[src/rtl/hazard_ctrl.sv]
// Hazard/sequencing controller for the 5-stage pipe: forwarding, load-use, branch flush, memory-wait hold.
// Optional perf counters (stall_cycles, flush_events) are built when HAZARD_PERF_CNT_EN is defined.
module hazard_ctrl #(
  parameter int REG_ADDR_W  = 5,
  parameter int MEM_TIMEOUT = 64,
  parameter int CNT_W       = 32
) (
  input  logic                  clk,
  input  logic                  rst,
  input  logic [REG_ADDR_W-1:0] Rs1D,
  input  logic [REG_ADDR_W-1:0] Rs2D,
  input  logic [REG_ADDR_W-1:0] Rs1E,
  input  logic [REG_ADDR_W-1:0] Rs2E,
  input  logic [REG_ADDR_W-1:0] RdE,
  input  logic [REG_ADDR_W-1:0] RdM,
  input  logic [REG_ADDR_W-1:0] RdW,
  input  logic                  ResultSrcE,
  input  logic                  RegWriteM,
  input  logic                  RegWriteW,
  input  logic                  PCSrcE,
  input  logic                  MemReqM,
  input  logic                  MemReadyM,
  output logic                  StallF,
  output logic                  StallD,
  output logic                  StallE,
  output logic                  StallM,
  output logic                  FlushD,
  output logic                  FlushE,
  output logic                  FlushW,
  output logic [1:0]            ForwardAE,
  output logic [1:0]            ForwardBE,
  output logic                  mem_timeout
`ifdef HAZARD_PERF_CNT_EN
  ,
  output logic [CNT_W-1:0]      stall_cycles,
  output logic [CNT_W-1:0]      flush_events
`endif
);

  typedef enum logic [1:0] {RUN, MEM_WAIT, TIMEOUT} state_e;

  // Wait counter only needs to reach MEM_TIMEOUT-1; with the watchdog off it simply saturates.
  localparam int WCNT_W = (MEM_TIMEOUT > 2) ? $clog2(MEM_TIMEOUT) : 1;
  localparam logic [WCNT_W-1:0] WCNT_MAX   = (MEM_TIMEOUT == 0) ? {WCNT_W{1'b1}}
                                                                : WCNT_W'(MEM_TIMEOUT - 1);
  localparam logic [WCNT_W-1:0] WCNT_ENTRY = (WCNT_MAX == '0) ? '0 : WCNT_W'(1);

  if (CNT_W < 1) begin : g_bad_cnt_w
    $error("hazard_ctrl: CNT_W must be at least 1");
  end

  state_e            state_q, state_d;
  logic [WCNT_W-1:0] wait_cnt_q, wait_cnt_d;
  logic              mem_busy, load_use, hold_pipe, run_rules, branch_flush;
  logic              fwd_m_a, fwd_w_a, fwd_m_b, fwd_w_b;

  assign mem_busy = MemReqM & ~MemReadyM;
  assign load_use = ResultSrcE & (RdE != '0) & ((RdE == Rs1D) | (RdE == Rs2D));

  assign fwd_m_a = RegWriteM & (RdM != '0) & (RdM == Rs1E);
  assign fwd_w_a = RegWriteW & (RdW != '0) & (RdW == Rs1E);
  assign fwd_m_b = RegWriteM & (RdM != '0) & (RdM == Rs2E);
  assign fwd_w_b = RegWriteW & (RdW != '0) & (RdW == Rs2E);

  // NOTE: every signal driven here gets a default first so no path leaves it unassigned (no latch).
  always_comb begin
    state_d      = state_q;
    wait_cnt_d   = wait_cnt_q;
    hold_pipe    = 1'b0;
    run_rules    = 1'b0;
    branch_flush = 1'b0;
    StallF       = 1'b0;
    StallD       = 1'b0;
    StallE       = 1'b0;
    StallM       = 1'b0;
    FlushD       = 1'b0;
    FlushE       = 1'b0;
    FlushW       = 1'b0;
    ForwardAE    = fwd_m_a ? 2'b10 : (fwd_w_a ? 2'b01 : 2'b00);
    ForwardBE    = fwd_m_b ? 2'b10 : (fwd_w_b ? 2'b01 : 2'b00);
    mem_timeout  = 1'b0;

    unique case (state_q)
      RUN: begin
        if (mem_busy) begin
          hold_pipe  = 1'b1;
          state_d    = MEM_WAIT;
          wait_cnt_d = WCNT_ENTRY;
        end else begin
          run_rules = 1'b1;
        end
      end
      MEM_WAIT: begin
        if (!MemReadyM) begin
          hold_pipe = 1'b1;
          if (wait_cnt_q != WCNT_MAX) wait_cnt_d = wait_cnt_q + WCNT_W'(1);
          if (MEM_TIMEOUT != 0 && wait_cnt_q == WCNT_MAX) state_d = TIMEOUT;
        end else begin
          run_rules  = 1'b1;
          state_d    = RUN;
          wait_cnt_d = '0;
        end
      end
      TIMEOUT: begin
        hold_pipe   = 1'b1;
        mem_timeout = 1'b1;
      end
      default: state_d = RUN;
    endcase

    if (hold_pipe) begin
      StallF = 1'b1;
      StallD = 1'b1;
      StallE = 1'b1;
      StallM = 1'b1;
      FlushW = 1'b1;
    end else if (run_rules) begin
      if (PCSrcE) begin
        FlushD       = 1'b1;
        FlushE       = 1'b1;
        branch_flush = 1'b1;
      end else if (load_use) begin
        StallF = 1'b1;
        StallD = 1'b1;
        FlushE = 1'b1;
      end
    end

    // Reset forces a clean bubble pattern regardless of inputs.
    if (rst) begin
      StallF       = 1'b0;
      StallD       = 1'b0;
      StallE       = 1'b0;
      StallM       = 1'b0;
      FlushD       = 1'b1;
      FlushE       = 1'b1;
      FlushW       = 1'b0;
      ForwardAE    = 2'b00;
      ForwardBE    = 2'b00;
      mem_timeout  = 1'b0;
      branch_flush = 1'b0;
    end
  end

  // NOTE: sequential state uses non-blocking assignments so all registers update together.
  always_ff @(posedge clk or posedge rst) begin
    if (rst) begin
      state_q    <= RUN;
      wait_cnt_q <= '0;
    end else begin
      state_q    <= state_d;
      wait_cnt_q <= wait_cnt_d;
    end
  end

`ifdef HAZARD_PERF_CNT_EN
  logic [CNT_W-1:0] stall_cycles_q, flush_events_q;

  always_ff @(posedge clk or posedge rst) begin
    if (rst) begin
      stall_cycles_q <= '0;
      flush_events_q <= '0;
    end else begin
      if (StallF)       stall_cycles_q <= stall_cycles_q + CNT_W'(1);
      if (branch_flush) flush_events_q <= flush_events_q + CNT_W'(1);
    end
  end

  assign stall_cycles = stall_cycles_q;
  assign flush_events = flush_events_q;
`endif

endmodule

[config.mk]
export PLATFORM = sky130hd
export DESIGN_NAME = hazard_ctrl
export DESIGN_NICKNAME = d
export VERILOG_FILES = /design/src/rtl/hazard_ctrl.sv
export SDC_FILE = /design/constraint.sdc
export NUM_CORES = 1
export LEC_CHECK = 0
export CORE_MARGIN = 2
export CORE_UTILIZATION = 41
export DETAILED_ROUTE_END_ITERATION = 8
export PLACE_DENSITY = 0.95
export RECOVER_POWER = 50
export SETUP_SLACK_MARGIN = 0.15
export SLEW_MARGIN = 20
export SYNTH_ARGS = -nofsm -noshare
export SYNTH_HDL_FRONTEND = slang
export SYNTH_SLANG_ARGS = --single-unit
[constraint.sdc]
create_clock -name clk -period 3.3 [get_ports clk]
set_clock_uncertainty 0.15 [all_clocks]
set_input_delay 0.66 -clock clk [delete_from_list [all_inputs] [get_ports clk]]
set_output_delay 0.66 -clock clk [all_outputs]
set_load 0.01 [all_outputs]
---- Word level (Yosys, flattened, before mapping) ----
Index checks and enable logic that the tools add are counted.
Widths: inputs -> output; s select.
operators by class
  $add $sub $neg .......................... 1
  multiply operators ...................... 0
  div/mod/pow operators ................... 0
  $lt $le $gt $ge ......................... 0
  equal/unequal tests ..................... 13
  shift-type cells ........................ 0
  muxes and demuxes ....................... 37
  bitwise gates (word level) .............. 12
  reduce and logical (&&, ||, !) cells .... 7
operators by type and width
  operator             count
  $eq 5x5->1           6
  $mux 1               23
  $mux 6               3
  $reduce_bool 5->1    3
  $mux 2               7
  $pmux 6 s2           1
  $and 1x1->1          9
  $add 6x1->6 const B  1
  $eq 6x6->1 const B   1
  $ne 3x3->1 const B   2
  $ne 6x6->1 const B   1
  $pmux 2 s3           1
  $reduce_and 3->1     2
  $pmux 1 s3           1
  $eq 2x1->1 const B   1
  $eq 2x2->1 const B   1
  $logic_not 2->1      1
  $ne 2x2->1 const B   1
  $not 1->1            2
  $pmux 1 s2           1
  $reduce_bool 2->1    1
  $or 1x1->1           1
storage, ports and cells
  register bits after elaboration ......... 8
  latch bits .............................. 0
  memory bits (writable) .................. 0
  memory bits (read-only) ................. 0
  input bits .............................. 43
  output and inout port bits .............. 12
  logic and storage cells ................. 72
  memories kept ........................... 0

---- Logic depth before layout (Yosys ltp) ----
Gate-level depths: netlist of run 1.
  depth after elaboration ................. 8
  depth in mapped cells ................... 5
  mapped depth without buffers ............ 5

---- Least setup slack after synthesis of run 1 ----
OpenSTA, ideal clock, no wires.
  path type ............................... input to output
  start point ............................. input RdM[1]
  end point ............................... output ForwardAE[0]
  arrival time ............................ 1.808 ns
  data required time ...................... 2.490 ns
  slack ................................... 0.682 ns
  stages .................................. 4
  buffers on the path ..................... 0
  cell sequence ........................... or4_1 o21ai_2 nor3_1 nor4_2
on the way
  longest elaborated chain between the ends .. 5
  elaborated cells on any way between the ends .. 6
  those cells by class .................... eq/ne (1); mux (2); bitwise (2); reduce/logical (1)
ends and longest elaborated chain
  what                line  text
  start: declaration  15    input logic [REG_ADDR_W-1:0] RdM,
  $reduce_bool 5->1   60    assign fwd_m_a = RegWriteM & (RdM != '0) & (RdM == Rs1E);
  $and 1x1->1         60
  $and 1x1->1 (*)     60
  $mux 2 (*)          79    ForwardAE = fwd_m_a ? 2'b10 : (fwd_w_a ? 2'b01 : 2'b00);
  $mux 2 (*)          130   if (rst) begin
  end: declaration    30    output logic [1:0] ForwardAE,
Mark *: on every way between the ends. The rest lies on a longest branch, timed or not.

---- Worst setup path after layout of run 1 ----
  start point ............................. input RdE[1]
  end point ............................... output FlushE
on the way
  longest elaborated chain between the ends .. 8
  elaborated cells on any way between the ends .. 11
  those cells by class .................... eq/ne (2); mux (5); bitwise (3); reduce/logical (1)
ends and longest elaborated chain
  what                                                    line  text
  start: declaration                                      14    input logic [REG_ADDR_W-1:0] RdE,
  $eq 5x5->1 / $reduce_bool 5->1 (equally long branches)  58    assign load_use = ResultSrcE & (RdE != '0) & ((RdE == Rs1D) | (RdE == Rs2D));
  $or 1x1->1 / $and 1x1->1 (equally long branches)        58
  $and 1x1->1 (*)                                         58
  $mux 1 (*)                                              122   end else if (load_use) begin
  $mux 1 (*)                                              118   if (PCSrcE) begin
  $mux 1 (*)                                              117   end else if (run_rules) begin
  $mux 1 (*)                                              111   if (hold_pipe) begin
  $mux 1 (*)                                              130
  end: declaration                                        28    output logic FlushE,
Marked as above.

==> results of run 1 <==
Yosys cell counts:
| cell type | count | area, um^2 |
|---|---|---|
| a2111oi_0 | 1 | 8.76 |
| nand4b_1 | 1 | 8.76 |
| o21bai_1 | 1 | 7.51 |
| a22oi_1 | 1 | 7.51 |
| a21boi_0 | 1 | 7.51 |
| dfrtp_1 | 8 | 200 |
| or3_2 | 1 | 7.51 |
| and3_1 | 3 | 18.8 |
| a211oi_1 | 1 | 7.51 |
| o21ai_0 | 9 | 45.0 |
| nor2_1 | 6 | 22.5 |
| o221ai_2 | 1 | 15.0 |
| o21ai_2 | 1 | 8.76 |
| nand2_1 | 6 | 22.5 |
| nand2b_1 | 1 | 6.26 |
| or4_1 | 7 | 52.6 |
| xnor2_1 | 10 | 87.6 |
| a31oi_1 | 2 | 12.5 |
| o21a_1 | 1 | 7.51 |
| nor4_1 | 2 | 12.5 |
| and2b_2 | 2 | 17.5 |
| o211ai_1 | 1 | 7.51 |
| nor4_2 | 2 | 25.0 |
| or3b_2 | 1 | 8.76 |
| nor2b_1 | 1 | 6.26 |
| buf_4 | 3 | 22.5 |
| inv_1 | 5 | 18.8 |
| o31ai_1 | 4 | 30.0 |
| a21oi_1 | 2 | 10.0 |
| xor2_1 | 20 | 175 |
| and2_2 | 1 | 7.51 |
| clkbuf_2 | 1 | 5.00 |
| a21boi_1 | 1 | 7.51 |
| nor3_1 | 4 | 20.0 |
| nand3_1 | 5 | 25.0 |
| ha_1 | 1 | 12.5 |
power groups by stage:
stage | registers [uW] | clock network (uW) | logic (uW)
2_1_floorplan | 108 | 0 | 67.9
3_3_place_gp | 108 | 0 | 172
3_5_place_dp | 109 | 0 | 181
4_1_cts | 108 | 78.3 | 180
5_1_grt | 108 | 85.4 | 207
6_report | 108 | 77.1 | 196
cells in the final DEF (no fill, tap or decap), types with 2 or more instances in the layout:
master / n
or4_4: 4
inv_1: 5
or4_1: 3
dlymetal6s2s_1: 6
buf_4: 25
and3_1: 3
and2b_2: 2
xnor2_1: 10
o31ai_1: 4
nand3_1: 5
nand2_1: 6
buf_2: 2
dlygate4sd2_1: 5
clkbuf_1: 2
dfrtp_1: 8
a31oi_1: 2
o21ai_0: 7
nor3_1: 2
clkdlybuf4s15_2: 2
nor3_2: 2
o21ai_4: 2
a21oi_1: 2
nor4_1: 2
clkbuf_4: 3
xor2_1: 20
nor2_1: 5
clkdlybuf4s50_1: 38
cells by family (layout without fill, tap and decap cells):
group                    count (synthesis)  in the layout  synth area share
AO/OA/AOI/OAI                           27             27             0.189
XOR/XNOR                                30             30             0.272
adder cells (fa/ha/maj)                  1              1            0.0130
buffers and inverters                    9             89            0.0479
flip-flops                               8              8             0.207
AND/OR/NAND/NOR                         43             43             0.271
stage by stage:
step	hold WS (ns)	std cells	power (uW)	utilization	area (um^2)
final	0.391	226	381	0.809	1790
after global placement	0.343	222	280	0.773	1710
after detailed placement	0.381	222	290	0.773	1710
after global routing	0.433	226	401	0.809	1790
after floorplan	0.326	118	176	-	966
after CTS	0.392	225	366	0.782	1730
area by class of cell:
type / count / area [um^2] / area share
repair buffers: 81 / 737 / 0.412
clock buffers: 3 / 22.5 / 0.0126
inverters: 5 / 18.8 / 0.0105
multi-input cells: 101 / 777 / 0.434
well taps: 28 / 35.0 / 0.0196
flip-flops and latches: 8 / 200 / 0.112
final timing paths:
path | start | to | slack [ns] | cells past startpoint
min | wait_cnt_q[2] | wait_cnt_q[2] | 0.39 | 1
min reg2reg | wait_cnt_q[2] | wait_cnt_q[2] | 0.39 | 1
max reg2reg | wait_cnt_q[0] | wait_cnt_q[5] | 1.21 | 5
min in group asynchronous | rst | state_q[1] | 0.74 | 3
max | RdE[1] | FlushE | 0.05 | 7
max in group asynchronous | rst | wait_cnt_q[3] | 1.93 | 3
what timing repair did:
item | 4_1_cts | 5_1_grt
gates cloned | 0 | 0
endpoints found under the hold margin | 0 | 0
pin swaps | 1 | 10
gates resized for setup | 22 | 20
buffers inserted | 0 | 1
endpoints found under the setup margin | 10 | 7
flip-flops by register name, summed over array words and instances, names as in the netlist:
register,cells
wait_cnt_q,6
state_q,2
worst register-to-register path, cell delays in order, from the launching register on:
cell and delay [ns]:
dfrtp_1 0.42, ha_1 0.26, nand3_1 0.12, o221ai_1 0.30, or4_1 0.60, a21boi_1 0.15
metal layers:
| metal | GRT usage | up-vias |
|---|---|---|
| met5 | 0 | - |
| met4 | 0.128 | 0 |
| met3 | 0.0286 | 22 |
| met2 | 0.552 | 80 |
| met1 | 0.263 | 605 |
| li1 | - | 588 |
==> results.cfg, run 1 <==
[floorplanning]
die_h_um = 52.5
rows = 17
die_w_um = 52.5
num_io_pins = 55
start_util = 0.437
dieArea_um2 = 2760
coreArea_um2 = 2210

[timing]
relSlewSlack = 0.566
tightest_slew_ns = 0.652
tns_ns = 0
hold_viol = 0
slew_violations = 0
setup_viol = 0
period_needed_ns = 3.25
max_freq_mhz = 308
setup_slack_ns = 0.0480
period_share = 0.985

[synthesis]
syn_inst = 118
syn_area_um2 = 966
yosysWarnings = 0
synth-seq-cells = 8
syn-num-nets = 162
yosysSeqAreaShare = 0.207
synth_cell_types = 36
avgSynthCellArea_um2 = 8.19

[place]
portBuffers = 54
hpwl_mm = 2.88
place_ws_ns = -0.302
gp_congestion = 0.818

[setup_path]
crit_chain = clkdlybuf4s50_1, buf_4, xor2_1, nor3_1, a22oi_1, o31ai_1, clkdlybuf4s15_1
cp_top_family = buffers and inverters
cp_max_fo = 2
cp.buffers_inverters = 3
cp-start-kind = primary input
slowest_stage = clkdlybuf4s50_1
endpoint_kind = output port
path_class = in -> out
max_stage_delay_ns = 0.44
arrival_ns = 2.44
cp.required_ns = 2.49

[routing]
drtIter0Drc = 50
wl_mm = 4.22
wl_met1_mm = 1.59
dr.pass1.iters = 4
vias = 1295
routed.top_layer = met4
dr_wl_met2_mm = 2.15
ant_nets = 0
vias_per_cell = 5.73
wl_per_cell_um = 18.7
met3_length_um = 265
drc = 0

[power_and_ir_drop]
pwr_density_cell_nw_per_um2 = 213
combPwrFrac = 0.515
p_clk_frac = 0.202
swShare = 0.338
p_sw_uw = 129
p_leak_uw = 0.000796
p_int_uw = 252
seq_power_share = 0.283
worst_ir_drop_vdd_mv = 0.181

[layout]
num-fill-cells = 131
area_delta_synth_final_pct = 85.4
n_antenna_cell = 0
nets = 244
drive_gt1_frac = 0.253

[grt]
grt_pass1_vias = 1323
antenna_found_initial = 0
grt_pass1_wl_mm = 5.49
grt.overflow.total = 0
gr-usage-all-layers = 0.272
grt_max_degree = 13

[clocking]
clk_latency_ns = 0.26
clkSinkCount = 8
postCtsHoldBufs = 0
htree_levels = 1
clkTransAtPathRegs_ns = 0.05
cts_max_path_buffers = 2
cts-root-buf = clkbuf_4
cts_tree = built
cts_buffers = 3

[outcome]
status = complete, no violations

[flow_run]
drv_cap = 0

[hold_path]
hp-class = reg -> reg
Power figures use the tool's default switching activity.
==> inputs of run 2 (changes only) <==
--- a/config.mk
+++ b/config.mk
@@ -5,6 +5,7 @@
 export SDC_FILE = /design/constraint.sdc
 export NUM_CORES = 1
 export LEC_CHECK = 0
+export CAP_MARGIN = 20
 export CORE_MARGIN = 2
 export CORE_UTILIZATION = 41
 export DETAILED_ROUTE_END_ITERATION = 8
==> results of run 2 <==
The final DEF is identical to that of run 1; final timing and power are the same.
